[src/rtl/alu_arbiter.sv]
// ---------------------------------------------------------------------------
// alu_arbiter
//
// Shares one combinational ALU between two requesters. Each operation walks
// through three states:
//   IDLE : pick a requester (round-robin under contention), latch its
//          operands/opcode into the operand registers on the handshake.
//   EXEC : the ALU sees the latched operands; its result, branch flag and the
//          "opcode above OPMAX" flag are captured into the response registers.
//   RESP : the response is presented to the granted requester only and held
//          until that requester consumes it.
// An operation therefore takes at least three cycles, and a new request is
// never accepted in the cycle the previous response is consumed.
//
// Ports
//   clk, reset_n                    clock (rising edge), async active-low reset
//   req{0,1}_valid / _ready         request handshake per requester
//   req{0,1}_a, _b, _op             request operands and opcode
//   alu_a, alu_b, alu_op            operands/opcode to the shared ALU
//   alu_c, alu_branch_cond          ALU result and branch flag (combinational)
//   rsp{0,1}_valid / _ready         response handshake per requester
//   rsp_c, rsp_branch, rsp_illegal  captured response, shared by both ports
// ---------------------------------------------------------------------------
module alu_arbiter #(
  parameter int WIDTH = 24,
  parameter int OPMAX = 12
) (
  input  logic             clk,
  input  logic             reset_n,

  input  logic             req0_valid,
  output logic             req0_ready,
  input  logic [WIDTH-1:0] req0_a,
  input  logic [WIDTH-1:0] req0_b,
  input  logic [3:0]       req0_op,

  input  logic             req1_valid,
  output logic             req1_ready,
  input  logic [WIDTH-1:0] req1_a,
  input  logic [WIDTH-1:0] req1_b,
  input  logic [3:0]       req1_op,

  output logic [WIDTH-1:0] alu_a,
  output logic [WIDTH-1:0] alu_b,
  output logic [3:0]       alu_op,
  input  logic [WIDTH-1:0] alu_c,
  input  logic             alu_branch_cond,

  output logic             rsp0_valid,
  input  logic             rsp0_ready,
  output logic             rsp1_valid,
  input  logic             rsp1_ready,
  output logic [WIDTH-1:0] rsp_c,
  output logic             rsp_branch,
  output logic             rsp_illegal
);

  typedef enum logic [1:0] {
    IDLE = 2'd0,
    EXEC = 2'd1,
    RESP = 2'd2
  } state_t;

  // Requester ports gathered into arrays so the datapath can index by id.
  logic [1:0]       req_valid;
  logic [1:0]       req_ready;
  logic [WIDTH-1:0] req_a [2];
  logic [WIDTH-1:0] req_b [2];
  logic [3:0]       req_op [2];
  logic [1:0]       rsp_valid;
  logic [1:0]       rsp_ready;

  assign req_valid = {req1_valid, req0_valid};
  assign rsp_ready = {rsp1_ready, rsp0_ready};
  assign req_a[0]  = req0_a;
  assign req_a[1]  = req1_a;
  assign req_b[0]  = req0_b;
  assign req_b[1]  = req1_b;
  assign req_op[0] = req0_op;
  assign req_op[1] = req1_op;

  assign req0_ready = req_ready[0];
  assign req1_ready = req_ready[1];
  assign rsp0_valid = rsp_valid[0];
  assign rsp1_valid = rsp_valid[1];

  // State and datapath registers
  state_t           state_q,       state_d;
  logic [WIDTH-1:0] a_q,           a_d;
  logic [WIDTH-1:0] b_q,           b_d;
  logic [3:0]       op_q,          op_d;
  logic             gid_q,         gid_d;    // requester owning the in-flight op
  logic             last_q,        last_d;   // requester granted most recently
  logic [WIDTH-1:0] rsp_c_q,       rsp_c_d;
  logic             rsp_branch_q,  rsp_branch_d;
  logic             rsp_illegal_q, rsp_illegal_d;

  // Round-robin pick. Requester 1 wins when it is the only one asking, or
  // when both ask and requester 0 was the last one served. last_q resets to
  // 1 so requester 0 wins the first contention after reset.
  logic grant_id;
  logic any_valid;
  logic op_illegal;

  assign any_valid  = |req_valid;
  assign grant_id   = req_valid[1] & (~req_valid[0] | ~last_q);
  assign op_illegal = 32'(op_q) > OPMAX;

  // Ready and response-valid are pure decodes of state and id, one per port.
  for (genvar gi = 0; gi < 2; gi++) begin : g_port
    assign req_ready[gi] = (state_q == IDLE) && req_valid[gi] && (grant_id == 1'(gi));
    assign rsp_valid[gi] = (state_q == RESP) && (gid_q == 1'(gi));
  end

  always_comb begin
    state_d       = state_q;
    a_d           = a_q;
    b_d           = b_q;
    op_d          = op_q;
    gid_d         = gid_q;
    last_d        = last_q;
    rsp_c_d       = rsp_c_q;
    rsp_branch_d  = rsp_branch_q;
    rsp_illegal_d = rsp_illegal_q;

    unique case (state_q)
      IDLE: begin
        // Any valid request is accepted immediately, so the handshake is
        // implied by any_valid here.
        if (any_valid) begin
          a_d     = req_a[grant_id];
          b_d     = req_b[grant_id];
          op_d    = req_op[grant_id];
          gid_d   = grant_id;
          last_d  = grant_id;
          state_d = EXEC;
        end
      end

      EXEC: begin
        rsp_c_d       = alu_c;
        rsp_branch_d  = alu_branch_cond;
        rsp_illegal_d = op_illegal;
        state_d       = RESP;
      end

      RESP: begin
        if (rsp_ready[gid_q]) begin
          state_d = IDLE;
        end
      end

      default: begin
        state_d = IDLE;
      end
    endcase
  end

  always_ff @(posedge clk or negedge reset_n) begin
    if (!reset_n) begin
      state_q       <= IDLE;
      a_q           <= '0;
      b_q           <= '0;
      op_q          <= '0;
      gid_q         <= 1'b0;
      last_q        <= 1'b1;
      rsp_c_q       <= '0;
      rsp_branch_q  <= 1'b0;
      rsp_illegal_q <= 1'b0;
    end else begin
      state_q       <= state_d;
      a_q           <= a_d;
      b_q           <= b_d;
      op_q          <= op_d;
      gid_q         <= gid_d;
      last_q        <= last_d;
      rsp_c_q       <= rsp_c_d;
      rsp_branch_q  <= rsp_branch_d;
      rsp_illegal_q <= rsp_illegal_d;
    end
  end

  // The ALU only ever sees the latched operands, so requesters may change
  // their ports freely once accepted.
  assign alu_a       = a_q;
  assign alu_b       = b_q;
  assign alu_op      = op_q;
  assign rsp_c       = rsp_c_q;
  assign rsp_branch  = rsp_branch_q;
  assign rsp_illegal = rsp_illegal_q;

endmodule

[config.mk]
export PLATFORM = sky130hd
export DESIGN_NAME = alu_arbiter
export DESIGN_NICKNAME = d
export VERILOG_FILES = /design/src/rtl/alu_arbiter.sv
export SDC_FILE = /design/constraint.sdc
export NUM_CORES = 1
export LEC_CHECK = 0
export BUFFER_PORTS_ARGS = -buffer_cell sky130_fd_sc_hd__buf_2
export CAP_MARGIN = 40
export CORE_MARGIN = 5
export CORE_UTILIZATION = 49
export CTS_CLUSTER_SIZE = 28
export DETAILED_ROUTE_END_ITERATION = 8
export PLACE_DENSITY_LB_ADDON = 0.12
export REMOVE_ABC_BUFFERS = 1
export SLEW_MARGIN = 15
export SYNTH_ARGS = -nofsm -noshare
export SYNTH_HDL_FRONTEND = slang
export SYNTH_SLANG_ARGS = --single-unit
[constraint.sdc]
create_clock -name clk -period 2.9 [get_ports clk]
set_input_delay 0.29 -clock clk [delete_from_list [all_inputs] [get_ports clk]]
set_output_delay 0.29 -clock clk [all_outputs]
set_load 0.03 [all_outputs]
---- After elaboration in Yosys (flattened, before gate mapping) ----
Cells that the tools add are included.
word-level totals
  word-level logic and storage cells ...... 47
  register bits after elaboration ......... 82
  input bits .............................. 135
operators by class
  bitwise gates (word level) .............. 7
  reductions and logical operators ........ 10
  $lt $le $gt $ge ......................... 3
  eq/ne operators ......................... 4
  multiplexer cells ....................... 14
operator list
  cell                number
  $mux 24             6
  $mux 4              3
  $logic_and 1x1->1   6
  $pmux 2 s3          1
  $gt 4x4->1 const B  1
  $mux 2              2
  $not 1->1           4
  $reduce_and 2->1    2
  $eq 2x1->1 const B  1
  $eq 2x2->1 const B  1
  $ge 2x2->1 const B  1
  $logic_not 2->1     1
  $lt 1x2->1 const B  1
  $mux 1              2
  $ne 2x1->1 const B  1
  $ne 2x2->1 const B  1
  $not 1->2           1
  $reduce_or 2->1     1
  $and 1x1->1         1
  $or 1x1->1          1

---- Depth between registers and ports, before layout ----
  depth after elaboration ................. 7
  depth in mapped cells ................... 5

---- Worst setup path before layout ----
OpenSTA, ideal clock, no wires.
  path kind ............................... reg2out
  start point ............................. register last_q
  end point ............................... output req1_ready
  cell stages (with the launch flop) ...... 5
  arrival ................................. 1.525 ns
  data required time ...................... 2.610 ns
  setup slack ............................. 1.085 ns
  cells stage by stage .................... dfstp_2 > a21bo_1 > buf_6 > buf_6 > nor3_1
between the ends
  cells in the longest elaborated chain, start to end .. 4
RTL lines
  item                    RTL line  source
  start, declared         93        logic last_q, last_d;
  start signal, assigned  176       last_q <= last_d;
  $not 1->1               106       assign grant_id = req_valid[1] & (~req_valid[0] | ~last_q);
  $or 1x1->1              106
  $and 1x1->1             106
  $logic_and 1x1->1       111       assign req_ready[gi] = (state_q == IDLE) && req_valid[gi] && (grant_id == 1'(gi));
  end, declared           38        output logic req1_ready,
Every way passes these cells.

---- Worst setup path in the final report ----
  start point ............................. register last_q
  end point ............................... output req0_ready
between the ends
  cells in the longest elaborated chain, start to end .. 5
RTL lines
  item               RTL line  source
  $not 1->1          106
  $or 1x1->1         106
  $and 1x1->1        106
  $not 1->1          111
  $logic_and 1x1->1  111
  end, declared      32        output logic req0_ready,
Every way passes these cells.

==> impl_metrics.toml <==
[sta]
fin_crit_sh = 0.815
skew_ns = 0.0163
finalMaxSlewViolations = 0
hold_violations = 0
post-route-min-period_ns = 2.36
tns_ns = 0
fmax_mhz = 423
grt_setup_unrepaired = "false"
max_slew.worst_pin.slew_ns = 0.705
maxSlewHeadroom = 0.530
finalWorstSetupSlack_ns = 0.537
finalSetupViolCount = 0

[worst_setup_path]
startpoint_type = "flop"
critical_path_class = "reg -> out"
crit_required_ns = 2.61
cp-end-kind = "primary output"
crit_fanout = 29
arrival_ns = 2.07

[power]
peakVddDrop_v = 0.000573
power_density_nw_per_um2 = 1230
p_leak_nw = 2.97

[synthesis]
synth_xor_area_frac = 0
synth_edf_count = 0
synthAdderAreaFrac = 0
synth_area_leaders = "dfrtp_1, mux2_4, mux2_2"
ys_warn_count = 0
synth_commonest_cells = "mux2_4, dfrtp_1, mux2_2"
synth_top_area_frac = 0.493
async_reset_ff_frac = 1.00
synth.most_common_cell = "mux2_4"
synth-seq-cells = 82
syn_inst = 244
synth_cell_types = 21
yosysSeqAreaShare = 0.499
synth_compound_area_frac = 0.0131
yosys.area_share.simple = 0.00943
postSynthAreaPerCell_sq_um = 16.9
synthMuxAreaShare = 0.443
synth_area_sq_um = 4110
synth_top_family_by_area = "multiplexers"
synth_largest_area_cell = "dfrtp_1"
synthFlopType = "dfrtp_1"

[route]
wire_per_inst_um = 16.7
drt_iter0_drc = 37
drc = 0
drtPass1Iterations = 4
wl_mm = 9.56
drt-vias-per-instance = 4.82
vias = 2758
drtAntennaViolNets = 0

[cts]
cts_setup_buffers = 0
path_clk_slew_ns = 0.08
clkSinkCount = 82
cts_tree = "done"
worstSkewPairLatency_ns = 0.34
clk_path_buf_depth = 2
cts-root-buf = "clkbuf_8"
htreeDepth = 3
cts_inserted_buffers = 9

[flow_run]
drv_cap = 0

[global_routing]
antenna_found_initial = 0
grt_pass1_vias = 3001
grt_pass1_wl_mm = 14.9
overflow = 0
gr-usage-all-layers = 0.185
grt_max_degree = 47

[final_layout]
stdcell_area_sq_um = 5570
area_delta_synth_final_pct = 35.3
nets = 597
drive_gt1_frac = 0.790
final_core_util = 0.678
antenna_cells = 0

[die]
die-area_sq_um = 10300
core_area_sq_um = 8220
ioPinCount = 217
start_util = 0.501
die_y_um = 102
fp.dieW_um = 102
fp-row-count = 33

[min_path]
hp-class = "in -> reg"

[place]
placed_area_sq_um = 5290
io_buffers = 216
pre_cts_slack_ns = 0.811
dp_hpwl_mm = 7.39
routabilityCongestion = 0.721

[status]
outcome = "finished, final reports clean"
## layout by cell type (no fill, tap or decap), drive strengths merged
| cell type | netlist | layout |
|---|---|---|
| buf | 15 | 221 |
| mux2 | 130 | 130 |
| dfrtp | 81 | 81 |
| clkbuf | 0 | 10 |
| bufinv | 0 | 4 |
| nor2 | 3 | 3 |
| nand2b | 2 | 2 |
| o21ai | 2 | 2 |
| inv | 1 | 2 |
| a21bo | 1 | 1 |
| and3 | 1 | 1 |
| nor3 | 1 | 1 |
| o21a | 1 | 1 |
| o21bai | 1 | 1 |
| a21oi | 1 | 1 |
| a31oi | 1 | 1 |
| o211ai | 1 | 1 |
| nand2 | 1 | 1 |
| clkinv | 0 | 1 |
| dlygate4sd3 | 0 | 1 |
| dfstp | 1 | 1 |
## cell families after synthesis
| logic type | count (synthesis) |
|---|---|
| simple gates | 8 |
| compound gates | 8 |
| flops | 82 |
| mux | 130 |
| buf+inv | 16 |
## through the flow
stage / power (mW) / hold slack [ns] / cells
global placement: 5.71 / 0.459 / 553
detailed placement: 5.81 / 0.288 / 555
floorplan: 4.82 / -0.00559 / 229
global route: 7.18 / 0.158 / 572
CTS: 6.91 / 0.149 / 572
finish: 6.83 / 0.165 / 572
## power breakdown
part           switching, mW  total, mW  internal, mW
registers              0.320       2.06          1.74
logic                   2.06       3.69          1.62
clock network          0.414       1.08         0.665
## routing by layer
metal,global-route usage,vias up,share of wire
met1,0.230,1301,0.40
met5,0,-,0
li1,-,1305,-
met2,0.312,138,0.48
met3,0.0517,14,0.10
met4,0.0552,0,0.015
## what timing repair did
item,in CTS,in global routing
hold buffers,1,0
gates resized for setup,0,0
endpoints found under the setup margin,0,0
hold endpoints to repair,36,0
## flip-flops by register name, indices dropped and copies added (netlist names)
signal / count
alu_a: 24
alu_b: 24
alu_op: 4
gid_q: 1
last_q: 1
rsp_branch: 1
rsp_c: 24
rsp_illegal: 1
state_q: 2
## area by class of cell
type	instances	area (sq um)
inverters	1	3.75
well taps	105	131
flip-flops and latches	82	2050
multi-input cells	146	1930
repair buffers	222	1180
clock buffers	10	128
fillers	633	2650
clock inverters	6	138
## critical path, stage by stage (launching register included)
cell and delay, ns:
dfstp_2 0.56, a21bo_4 0.47, buf_12 0.31, and3_1 0.18, buf_2 0.20
## worst paths after layout
path	to	cells past startpoint	slack [ns]	from
max in group asynchronous	last_q	3	1.79	reset_n
setup reg to reg	alu_b[9]	4	0.81	last_q
min in group asynchronous	rsp_branch	2	0.45	reset_n
hold / removal	last_q	2	0.16	req0_valid
hold reg to reg	rsp_illegal	2	0.49	rsp_illegal
setup / recovery	req0_ready	4	0.54	last_q
(Power assumes the default switching activity.)
